`config.mk`:
```
export PLATFORM = sky130hd
export DESIGN_NAME = execute_out_buffer_flat
export DESIGN_NICKNAME = d
export VERILOG_FILES = /design/src/rtl/execute_out_buffer_if.sv /design/src/rtl/execute_out_buffer.sv /design/src/flat_wrapper.sv
export SDC_FILE = /design/constraint.sdc
export NUM_CORES = 1
export LEC_CHECK = 0
export ABC_AREA = 1
export CORE_MARGIN = 2
export CORE_UTILIZATION = 43
export DETAILED_ROUTE_END_ITERATION = 12
export PLACE_DENSITY = 0.86
export SLEW_MARGIN = 20
export SYNTH_ARGS = -nofsm -noshare
export SYNTH_HDL_FRONTEND = slang
export SYNTH_SLANG_ARGS = --single-unit
```
`constraint.sdc`:
```
create_clock -name clock -period 6.7 [get_ports clock]
set_clock_uncertainty 0.1 [all_clocks]
set_input_delay 1.34 -clock clock [delete_from_list [all_inputs] [get_ports clock]]
set_output_delay 1.34 -clock clock [all_outputs]
set_load 0.03 [all_outputs]
```
`src/rtl/execute_out_buffer_if.sv`:
```
// Handshake bundle between the execute stage, the output buffer and the
// memory-access/writeback consumer.
interface execute_out_buffer_if #(
  parameter int DATA_W    = 16,
  parameter int REG_W     = 3,
  parameter int DEPTH     = 2,
  parameter int PAYLOAD_W = 4*DATA_W + 3*REG_W + 6,
  parameter int CNT_W     = $clog2(DEPTH+1)
);
  logic                 in_valid;
  logic                 in_ready;
  logic [PAYLOAD_W-1:0] in_data;
  logic                 flush;
  logic                 out_valid;
  logic                 out_ready;
  logic [PAYLOAD_W-1:0] out_data;
  logic                 en_ex;
  logic [CNT_W-1:0]     count;

  modport master (
    output in_valid, in_data, flush, out_ready,
    input  in_ready, out_valid, out_data, en_ex, count
  );

  modport slave (
    input  in_valid, in_data, flush, out_ready,
    output in_ready, out_valid, out_data, en_ex, count
  );
endinterface

```
`src/rtl/execute_out_buffer.sv`:
```
// Elastic FIFO between LC3 execute and memory-access/writeback: DEPTH entries,
// valid/ready on both sides, synchronous flush for branch redirect.
module execute_out_buffer #(
  parameter int DATA_W    = 16,
  parameter int REG_W     = 3,
  parameter int DEPTH     = 2,
  parameter int PAYLOAD_W = 4*DATA_W + 3*REG_W + 6
) (
  input  logic               clock,
  input  logic               reset,
  execute_out_buffer_if.slave bus
);
  localparam int PTR_W = $clog2(DEPTH);
  localparam int CNT_W = $clog2(DEPTH+1);

  logic [PAYLOAD_W-1:0] r_mem [DEPTH];
  logic [PTR_W-1:0]     r_wr_ptr;
  logic [PTR_W-1:0]     r_rd_ptr;
  logic [CNT_W-1:0]     r_count;

  logic w_full;
  logic w_empty;
  logic w_push;
  logic w_pop;

  // in_ready looks only at occupancy, so a full buffer never accepts on a pop cycle
  assign w_full  = (r_count == CNT_W'(DEPTH));
  assign w_empty = (r_count == '0);
  assign w_push  = bus.in_valid & ~w_full & ~bus.flush;
  assign w_pop   = ~w_empty & bus.out_ready & ~bus.flush;

  always_ff @(posedge clock or negedge reset) begin
    if (!reset) begin
      r_wr_ptr <= '0;
      r_rd_ptr <= '0;
      r_count  <= '0;
    end else if (bus.flush) begin
      r_wr_ptr <= '0;
      r_rd_ptr <= '0;
      r_count  <= '0;
    end else begin
      if (w_push) r_wr_ptr <= r_wr_ptr + PTR_W'(1);
      if (w_pop)  r_rd_ptr <= r_rd_ptr + PTR_W'(1);
      case ({w_push, w_pop})
        2'b10:   r_count <= r_count + CNT_W'(1);
        2'b01:   r_count <= r_count - CNT_W'(1);
        default: r_count <= r_count;
      endcase
    end
  end

  // Storage is never reset; stale entries are masked by the occupancy count
  always_ff @(posedge clock) begin
    if (w_push) r_mem[r_wr_ptr] <= bus.in_data;
  end

  assign bus.in_ready  = ~w_full;
  assign bus.out_valid = ~w_empty;
  assign bus.en_ex     = ~w_empty;
  assign bus.out_data  = w_empty ? '0 : r_mem[r_rd_ptr];
  assign bus.count     = r_count;
endmodule

```
`src/flat_wrapper.sv`:
```
// flat-port wrapper written by rule: the top's interface ports become plain ports
module execute_out_buffer_flat 
#(
  parameter int DATA_W    = 16,
  parameter int REG_W     = 3,
  parameter int DEPTH     = 2,
  parameter int PAYLOAD_W = 4*DATA_W + 3*REG_W + 6
)
  (clock, reset, bus_in_valid, bus_in_data, bus_flush, bus_out_ready, bus_in_ready, bus_out_valid, bus_out_data, bus_en_ex, bus_count);
  execute_out_buffer_if #(.DEPTH(DEPTH), .DATA_W(DATA_W), .REG_W(REG_W), .PAYLOAD_W(PAYLOAD_W)) bus_i ();
  input  logic clock;
  input  logic reset;
  input wire logic [$bits(bus_i.in_valid)-1:0] bus_in_valid;
  input wire logic [$bits(bus_i.in_data)-1:0] bus_in_data;
  input wire logic [$bits(bus_i.flush)-1:0] bus_flush;
  input wire logic [$bits(bus_i.out_ready)-1:0] bus_out_ready;
  output wire logic [$bits(bus_i.in_ready)-1:0] bus_in_ready;
  output wire logic [$bits(bus_i.out_valid)-1:0] bus_out_valid;
  output wire logic [$bits(bus_i.out_data)-1:0] bus_out_data;
  output wire logic [$bits(bus_i.en_ex)-1:0] bus_en_ex;
  output wire logic [$bits(bus_i.count)-1:0] bus_count;
  assign bus_i.in_valid = bus_in_valid;
  assign bus_i.in_data = bus_in_data;
  assign bus_i.flush = bus_flush;
  assign bus_i.out_ready = bus_out_ready;
  assign bus_in_ready = bus_i.in_ready;
  assign bus_out_valid = bus_i.out_valid;
  assign bus_out_data = bus_i.out_data;
  assign bus_en_ex = bus_i.en_ex;
  assign bus_count = bus_i.count;
  execute_out_buffer #(.DATA_W(DATA_W), .REG_W(REG_W), .DEPTH(DEPTH), .PAYLOAD_W(PAYLOAD_W)) u_core (.clock(clock), .reset(reset), .bus(bus_i));
endmodule
```
Word-level counts from Yosys, hierarchy flattened --
Memories as Yosys holds them, arrays and structs flattened. Cells that the tools add are included. Widths: inputs -> output; s select.
Word-level totals: register bits 4, memory bits (writable) 158, bits of input ports 84, output and inout port bits 84, logic and storage cells 31, memories 1
Memory list:
- u_core.r_mem | depth 2, width 79, read ports 1, clocked after Yosys merged registers in 0, write ports 1, line execute_out_buffer.sv:16 | logic [PAYLOAD_W-1:0] r_mem [DEPTH];
Cells by class: add/subtract/negate cells 4, equal/unequal tests 3, mux-type cells 9, bitwise operators 7, reductions and logical operators 4
Operators with widths (count):
- $mux 79 | 1
- $mux 1 | 6
- $and 1x1->1 | 4
- $eq 2x2->1 const B | 2
- $pmux 2 s2 | 1
- $reduce_bool 2->1 | 2
- $not 1->1 | 3
- $reduce_bool 3->1 | 1
- $add 1x1->1 const B | 2
- $add 2x1->2 const B | 1
- $eq 2x1->1 const B | 1
- $logic_not 2->1 | 1
- $mux 2 | 1
- $sub 2x1->2 const B | 1

Longest topological paths before layout --
Gate-level depths: netlist (run 1).
depth after elaboration 7, mapped depth 9, gate-level depth less buffers 9

Worst setup path before layout (run 1) --
No wires, ideal clock.
kind input port to flip-flop, from in bus_flush, to mem u_core.r_mem[1][0] (netlist name), enable pin, setup time 0.614 ns, data arrival time 6.829 ns, data required time 5.986 ns, setup slack -0.843 ns, stages on the path 1, path buffers 0, path through nor3_1
Between the ends: longest elaborated chain between the ends 4
Ends and longest elaborated chain:
- start, declared | line flat_wrapper.sv:15 | input wire logic [$bits(bus_i.flush)-1:0] bus_flush;
- $not 1->1 | line execute_out_buffer.sv:29 | assign w_push = bus.in_valid & ~w_full & ~bus.flush;
- $and 1x1->1 | line execute_out_buffer.sv:29
- $mux 1 | line execute_out_buffer.sv:54 | if (w_push) r_mem[r_wr_ptr] <= bus.in_data;
- $mux 1 (not written as such) | line execute_out_buffer.sv:54
- end, declared | line execute_out_buffer.sv:16
No other way between the ends.

Worst setup path in the final report (run 1) --
from reg u_core.r_rd_ptr, to out bus_out_data[59]
Between the ends: longest elaborated chain between the ends 2
Ends and longest elaborated chain:
- start, declared | line execute_out_buffer.sv:18 | logic [PTR_W-1:0] r_rd_ptr;
- start signal, assigned | line execute_out_buffer.sv:43 | if (w_pop) r_rd_ptr <= r_rd_ptr + PTR_W'(1);
- $mem_v2 2x79
- $mux 79 | line execute_out_buffer.sv:60 | assign bus.out_data = w_empty ? '0 : r_mem[r_rd_ptr];
- end, declared | line flat_wrapper.sv:19 | output wire logic [$bits(bus_i.out_data)-1:0] bus_out_data;
No other way between the ends.

==> out/qor.yml, run 1 <==
status:
  status: "complete, no violations"
route:
  wirelength_um: 13200
  wl_per_cell_um: 16.1
  drt_iter0_markers: 376
  post-route-drc-count: 0
  drtPass1Iterations: 4
  ant_nets: 0
  vias_per_cell: 4.95
  num_vias: 4061
sta:
  slew_headroom: 0.419
  finalSetupViolCount: 0
  hold_viol_final: 0
  fin_ws_ps: 2430
  post-route-period-util: 0.638
  period_needed_ps: 4270
  fmaxAchievable_ghz: 0.234
  report.final.slew_viol_count: 0
  tns_ps: 0
  grt_setup_unrepaired: "false"
  worstMarginPinSlew_ps: 872
grt:
  grt_pass1_wl_um: 20200
  grt_max_degree: 81
  antenna_found_initial: 0
  grt-ovfl-total: 0
  grt_pass1_vias: 4128
  track_usage: 0.178
pwr:
  ir_drop_uv: 264
  power.leakage_nw: 3.01
  power_mw: 3.74
  power_density_nw_per_um2: 436
clock_network:
  hold_buffers: 0
  path_clk_slew_ps: 60
  htreeDepth: 4
  cts.sinks: 162
  cts_buffer_depth: 2
  cts-resized-gates: 0
  clk_latency_ps: 410
  cts_tree: "done"
  root_buffer: "clkbuf_16"
  cts_buffers: 17
  post-cts-setup-buffers: 0
worst_setup_path:
  r2r_end: "u_core.r_mem[0][65]"
  path_class: "register to output pin"
  crit_slowest_cell: "clkdlybuf4s50_1"
  endpoint_kind: "output pin"
  rr_worst_depth: 7
  cp_slowest_stage_delay_ps: 710
  cp.required_ps: 5260
  worstPathArrival_ps: 2830
  crit_path_start_kind: "register"
  path_cells: "inv_2 > buf_4 > nand2_1 > a21oi_1 > clkdlybuf4s50_1"
  timing.rr.start: "u_core.bus.count[0]"
  crit_fanout: 52
  r2r_slack_ps: 4220
floorplanning:
  die_w_um: 124
  die_h_um: 124
  pin_count: 168
  fp-row-count: 43
  coreArea_um2: 13900
  initial_core_util: 0.442
  dieArea_um2: 15300
place:
  place_hpwl_um: 8190
  placed_cells: 789
  gp_congestion: 0.767
  post-place-ws_ps: 2860
  portBuffers: 167
final_layout:
  diodes: 0
  area_growth_pct: 39.5
  regArea_um2: 4850
  layoutNonFillerInstCount: 821
  fin_nets: 712
  multi_input_area_um2: 1170
  fillCellCount: 999
  final_layout_size_suffix_gt1_frac: 0.0796
yosys:
  synthesis.instances: 462
  synth_cell_type_count: 19
  synth_area_per_cell_um2: 13.3
  seq_area_frac_synth: 0.786
  synth_area_um2: 6160
  syn_nets: 546
  yosys_warnings: 0
  ys_ff_latch: 162
hold_path:
  min_path_cells: 2
  hp-start: "u_core.r_wr_ptr"
  hold_path.class: "register to register"
  hold_end: "u_core.r_wr_ptr"
flow_run:
  drv_cap: 0
## cell type report
type	instances	share of cell area
well taps	180	0.0262
multi-input cells	265	0.136
repair buffers	173	0.200
inverters	9	0.00408
clock inverters	15	0.0212
flip-flops and latches	162	0.564
clock buffers	17	0.0495
## cells in the final DEF, fill, tap and decap left out
master,count
inv_1,6
nor3_1,1
bufinv_16,3
nand3_4,1
inv_8,1
dfrtp_1,3
nor3_2,1
clkdlybuf4s50_1,167
clkbuf_16,17
edfxtp_1,158
a21oi_1,79
nand2_4,1
clkinvlp_4,5
nand2_1,169
inv_6,3
nor3_4,1
a21oi_2,1
nand2_2,3
clkinv_1,1
buf_4,6
nor2_1,3
clkinv_2,2
nor2_4,2
o21ai_1,2
inv_2,2
dfrtp_2,1
nand3_1,1
clkinv_4,1
## where the power goes
part / total (mW) / switching, mW / internal [mW] / leakage [nW]
clock: 0.980 / 0.390 / 0.590 / 0.282
combinational: 1.51 / 0.972 / 0.540 / 1.23
sequential: 1.25 / 0.0326 / 1.22 / 1.50
## cell usage after synthesis, drive strengths merged
| library cell | n | area, um2 |
|---|---|---|
| inv | 9 | 33.8 |
| a21oi | 80 | 404 |
| nand2 | 173 | 664 |
| nor3 | 3 | 20.0 |
| dfrtp | 4 | 100 |
| clkbuf | 3 | 11.3 |
| buf | 23 | 120 |
| edfxtp | 158 | 4740 |
| o21ai | 2 | 10.0 |
| nand3 | 2 | 22.5 |
| nor2 | 5 | 33.8 |
## layer usage
layer  wire length (um)  global-route usage  part of all wire
met1               5490               0.218              0.41
met2               6690               0.289              0.51
met3                901              0.0517             0.068
met4                152              0.0881             0.011
met5                  0                   0                 0
## per-stage QoR
step	hold WS (ps)	utilization	cell area [um2]
finish	474	0.617	8600
global route	544	0.617	8600
CTS	487	0.617	8600
detailed placement	473	0.573	7990
global placement	446	0.573	7990
floorplan	407	-	6170
## sequential cells by signal, summed over array words and instances (netlist names)
| name | count |
|---|---|
| u_core.r_rd_ptr | 1 |
| u_core.r_wr_ptr | 1 |
| u_core.bus.count | 2 |
| u_core.r_mem | 158 |
## logic make-up (layout without fill, tap and decap cells)
group	after synthesis	count (layout)	synth area share
and+or+nand+nor	183	183	0.120
DFF	162	162	0.786
buffers and inverters	35	214	0.0268
AOI/OAI and AO/OA	82	82	0.0672
## critical path, delay by kind of cell (launching register included)
family	cells	cell delay, ps
buffers and inverters	3	1660
AO/OA/AOI/OAI	1	210
flip-flops	1	410
AND/OR/NAND/NOR	1	100
## worst max-delay path by stage
stage / start / end / slack, ps / cells past startpoint
floorplan: bus_in_valid / u_core.r_mem[1][0] / 1660 / 2
global placement: u_core.bus.count[0] / bus_out_data[23] / 2900 / 4
detailed placement: u_core.r_rd_ptr / bus_out_data[59] / 2860 / 5
CTS: u_core.r_rd_ptr / bus_out_data[59] / 2380 / 5
global route: u_core.r_rd_ptr / bus_out_data[63] / 2190 / 5
finish: u_core.r_rd_ptr / bus_out_data[59] / 2430 / 5
(Power assumes the default switching activity.)
==> run 2, diff against run 1 <==
==> constraint.sdc (replaced) <==
create_clock -name clock -period 3.55 [get_ports clock]
set_clock_uncertainty 0.1 [all_clocks]
set_input_delay 0.71 -clock clock [delete_from_list [all_inputs] [get_ports clock]]
set_output_delay 0.71 -clock clock [all_outputs]
set_load 0.03 [all_outputs]
==> run 2 against run 1 <==
  * Design area fell by 1.6%
  * Routed wire length is 2.2% lower
  * Critical path depth did not move
==> out/qor.yml, run 2 (synthesis results as in run 1) <==
floorplanning:
  die_w_um: 124  # unchanged
  fp-row-count: 43  # unchanged
  dieArea_um2: 15300  # unchanged
  coreArea_um2: 13900  # unchanged
  pin_count: 168  # unchanged
  initial_core_util: 0.442  # unchanged
  die_h_um: 124  # unchanged
final_layout:
  fin_nets: 713  # +0.14%
  area_growth_pct: 37.2
  final_layout_size_suffix_gt1_frac: 0.206  # +0.126
  largest_reg_flops: 158  # unchanged
  diodes: 0  # unchanged
  fin_util: 0.607  # -0.0101
  layout_common_cells: "nand2_1, edfxtp_1, clkdlybuf4s50_1, buf_4, a21oi_1"
  top_register: "u_core.r_mem"
  layoutNonFillerInstCount: 822  # +0.12%
  layout_commonest_cell: "nand2_1"
  design_area_um2: 8460  # -1.6%
sta:
  hold_viol_final: 0  # unchanged
  grt_setup_unrepaired: "false"
  worstMarginPinSlew_ps: 854  # -17.7 ps
  period_needed_ps: 2900
  post-route-period-util: 0.818
  finalSetupViolCount: 0  # unchanged
  report.final.slew_viol_count: 0  # unchanged
  tns_ps: 0  # unchanged
  timing.hold.ws_ps: 407  # -67.2 ps
  fin_ws_ps: 646  # -1780 ps
  fmaxAchievable_ghz: 0.344
  slew_headroom: 0.431  # +0.0118
clock_network:
  cts_buffers: 17  # unchanged
  cts_buffer_depth: 2  # unchanged
  cts.sinks: 162  # unchanged
  htreeDepth: 4  # unchanged
  path_clk_slew_ps: 60  # about the same
  hold_buffers: 0  # unchanged
  cts_tree: "done"
  post-cts-setup-buffers: 0  # unchanged
  clk_latency_ps: 410  # about the same
  cts-resized-gates: 0  # unchanged
  root_buffer: "clkbuf_16"
route:
  vias_per_cell: 4.94  # -0.12%
  wl_per_cell_um: 15.8  # -2.3%
  num_vias: 4061  # unchanged
  drt_iter0_markers: 312  # -17%
  ant_nets: 0  # unchanged
  drtPass1Iterations: 5  # +1
  wirelength_um: 12900  # -2.2%
  post-route-drc-count: 0  # unchanged
worst_setup_path:
  path_buf_inv: 3  # unchanged
  endpoint_kind: "output pin"
  path_delay_family: "buffers and inverters"
  path_class: "register to output pin"
  crit_fanout: 43  # -17%
  crit_path_start_kind: "register"
  cp.required_ps: 2740  # -2520 ps
  worstPathArrival_ps: 2090  # -740 ps
  crit_slowest_cell: "inv_2"
  cp_slowest_stage_delay_ps: 510  # -200 ps
  path_cells: "inv_2 > buf_12 > nand2_1 > a21oi_1 > buf_4"
grt:
  grt_max_degree: 81  # unchanged
  antenna_found_initial: 0  # unchanged
  grt_pass1_wl_um: 19500  # -3.8%
  grt-ovfl-total: 0  # unchanged
  grt_pass1_vias: 4001  # -3.1%
  track_usage: 0.170  # -0.00789
place:
  gp_congestion: 0.860  # +12%
  post-place-ws_ps: 1040  # -1820 ps
  placed_cells: 790  # +0.13%
  placed_cell_area_um2: 7820  # -2.1%
  place_hpwl_um: 8140  # -0.56%
  portBuffers: 167  # unchanged
pwr:
  power_mw: 7.01  # +87%
  power_density_nw_per_um2: 828  # +90%
  switching_share: 0.377  # +0.00457
  pwr-share-seq: 0.338  # +0.003
  ir_drop_uv: 493  # +87%
  p_int_mw: 4.36  # +86%
  clkPwrFrac: 0.274  # +0.012
  power.leakage_nw: 3.16  # +4.9%
  p_sw_mw: 2.64  # +89%
  comb_power_share: 0.389  # -0.015
hold_path:
  hold_path.class: "primary input to async pin"
status:
  status: "complete, no violations"
flow_run:
  drv_cap: 0  # unchanged
==> run 2: changes by cell type in the layout (fill, tap and decap cells not counted), sizes merged <==
| cell | before | now |
|---|---|---|
| buf | 6 | 86 |
| clkdlybuf4s50 | 167 | 88 |
| bufinv | 3 | 4 |
| clkinv | 4 | 3 |
| clkinvlp | 5 | 6 |
| inv | 12 | 11 |
==> run 2: routing by layer <==
layer | GRT usage | share of wire
met5 | 0 | 0
met4 | 0.0568 | 0.0079
met3 | 0.0522 | 0.063
met2 | 0.292 | 0.51
met1 | 0.204 | 0.41
==> run 2: power by group through the flow <==
| stage | clock network (mW) | registers [mW] | logic, mW |
|---|---|---|---|
| 2_1_floorplan | 0 | 2.42 | 1.71 |
| 3_3_place_gp | 0 | 2.39 | 2.70 |
| 3_5_place_dp | 0 | 2.40 | 2.75 |
| 4_1_cts | 1.95 | 2.36 | 2.75 |
| 5_1_grt | 2.05 | 2.38 | 2.91 |
| 6_report | 1.92 | 2.37 | 2.72 |
==> run 2: path summary, 6_finish.rpt <==
check | end | cells past startpoint | start | slack [ps]
worst min-delay path | u_core.r_wr_ptr | 1 | reset | 410
worst max register to register | u_core.r_mem[0][2] | 7 | u_core.bus.count[0] | 1610
min in group clock | u_core.r_wr_ptr | 2 | u_core.r_wr_ptr | 490
worst max-delay path | bus_out_data[35] | 5 | u_core.r_rd_ptr | 650
worst min register to register | u_core.r_wr_ptr | 2 | u_core.r_wr_ptr | 490
max in group asynchronous | u_core.r_rd_ptr | 1 | reset | 2750
==> run 2: layout make-up <==
| cell class | count | area, um2 |
|---|---|---|
| inverters | 9 | 35.0 |
| fillers | 1036 | 5480 |
| multi-input cells | 265 | 1170 |
| repair buffers | 174 | 1550 |
| clock buffers | 17 | 425 |
| flip-flops and latches | 162 | 4850 |
| well taps | 180 | 225 |
| clock inverters | 15 | 208 |
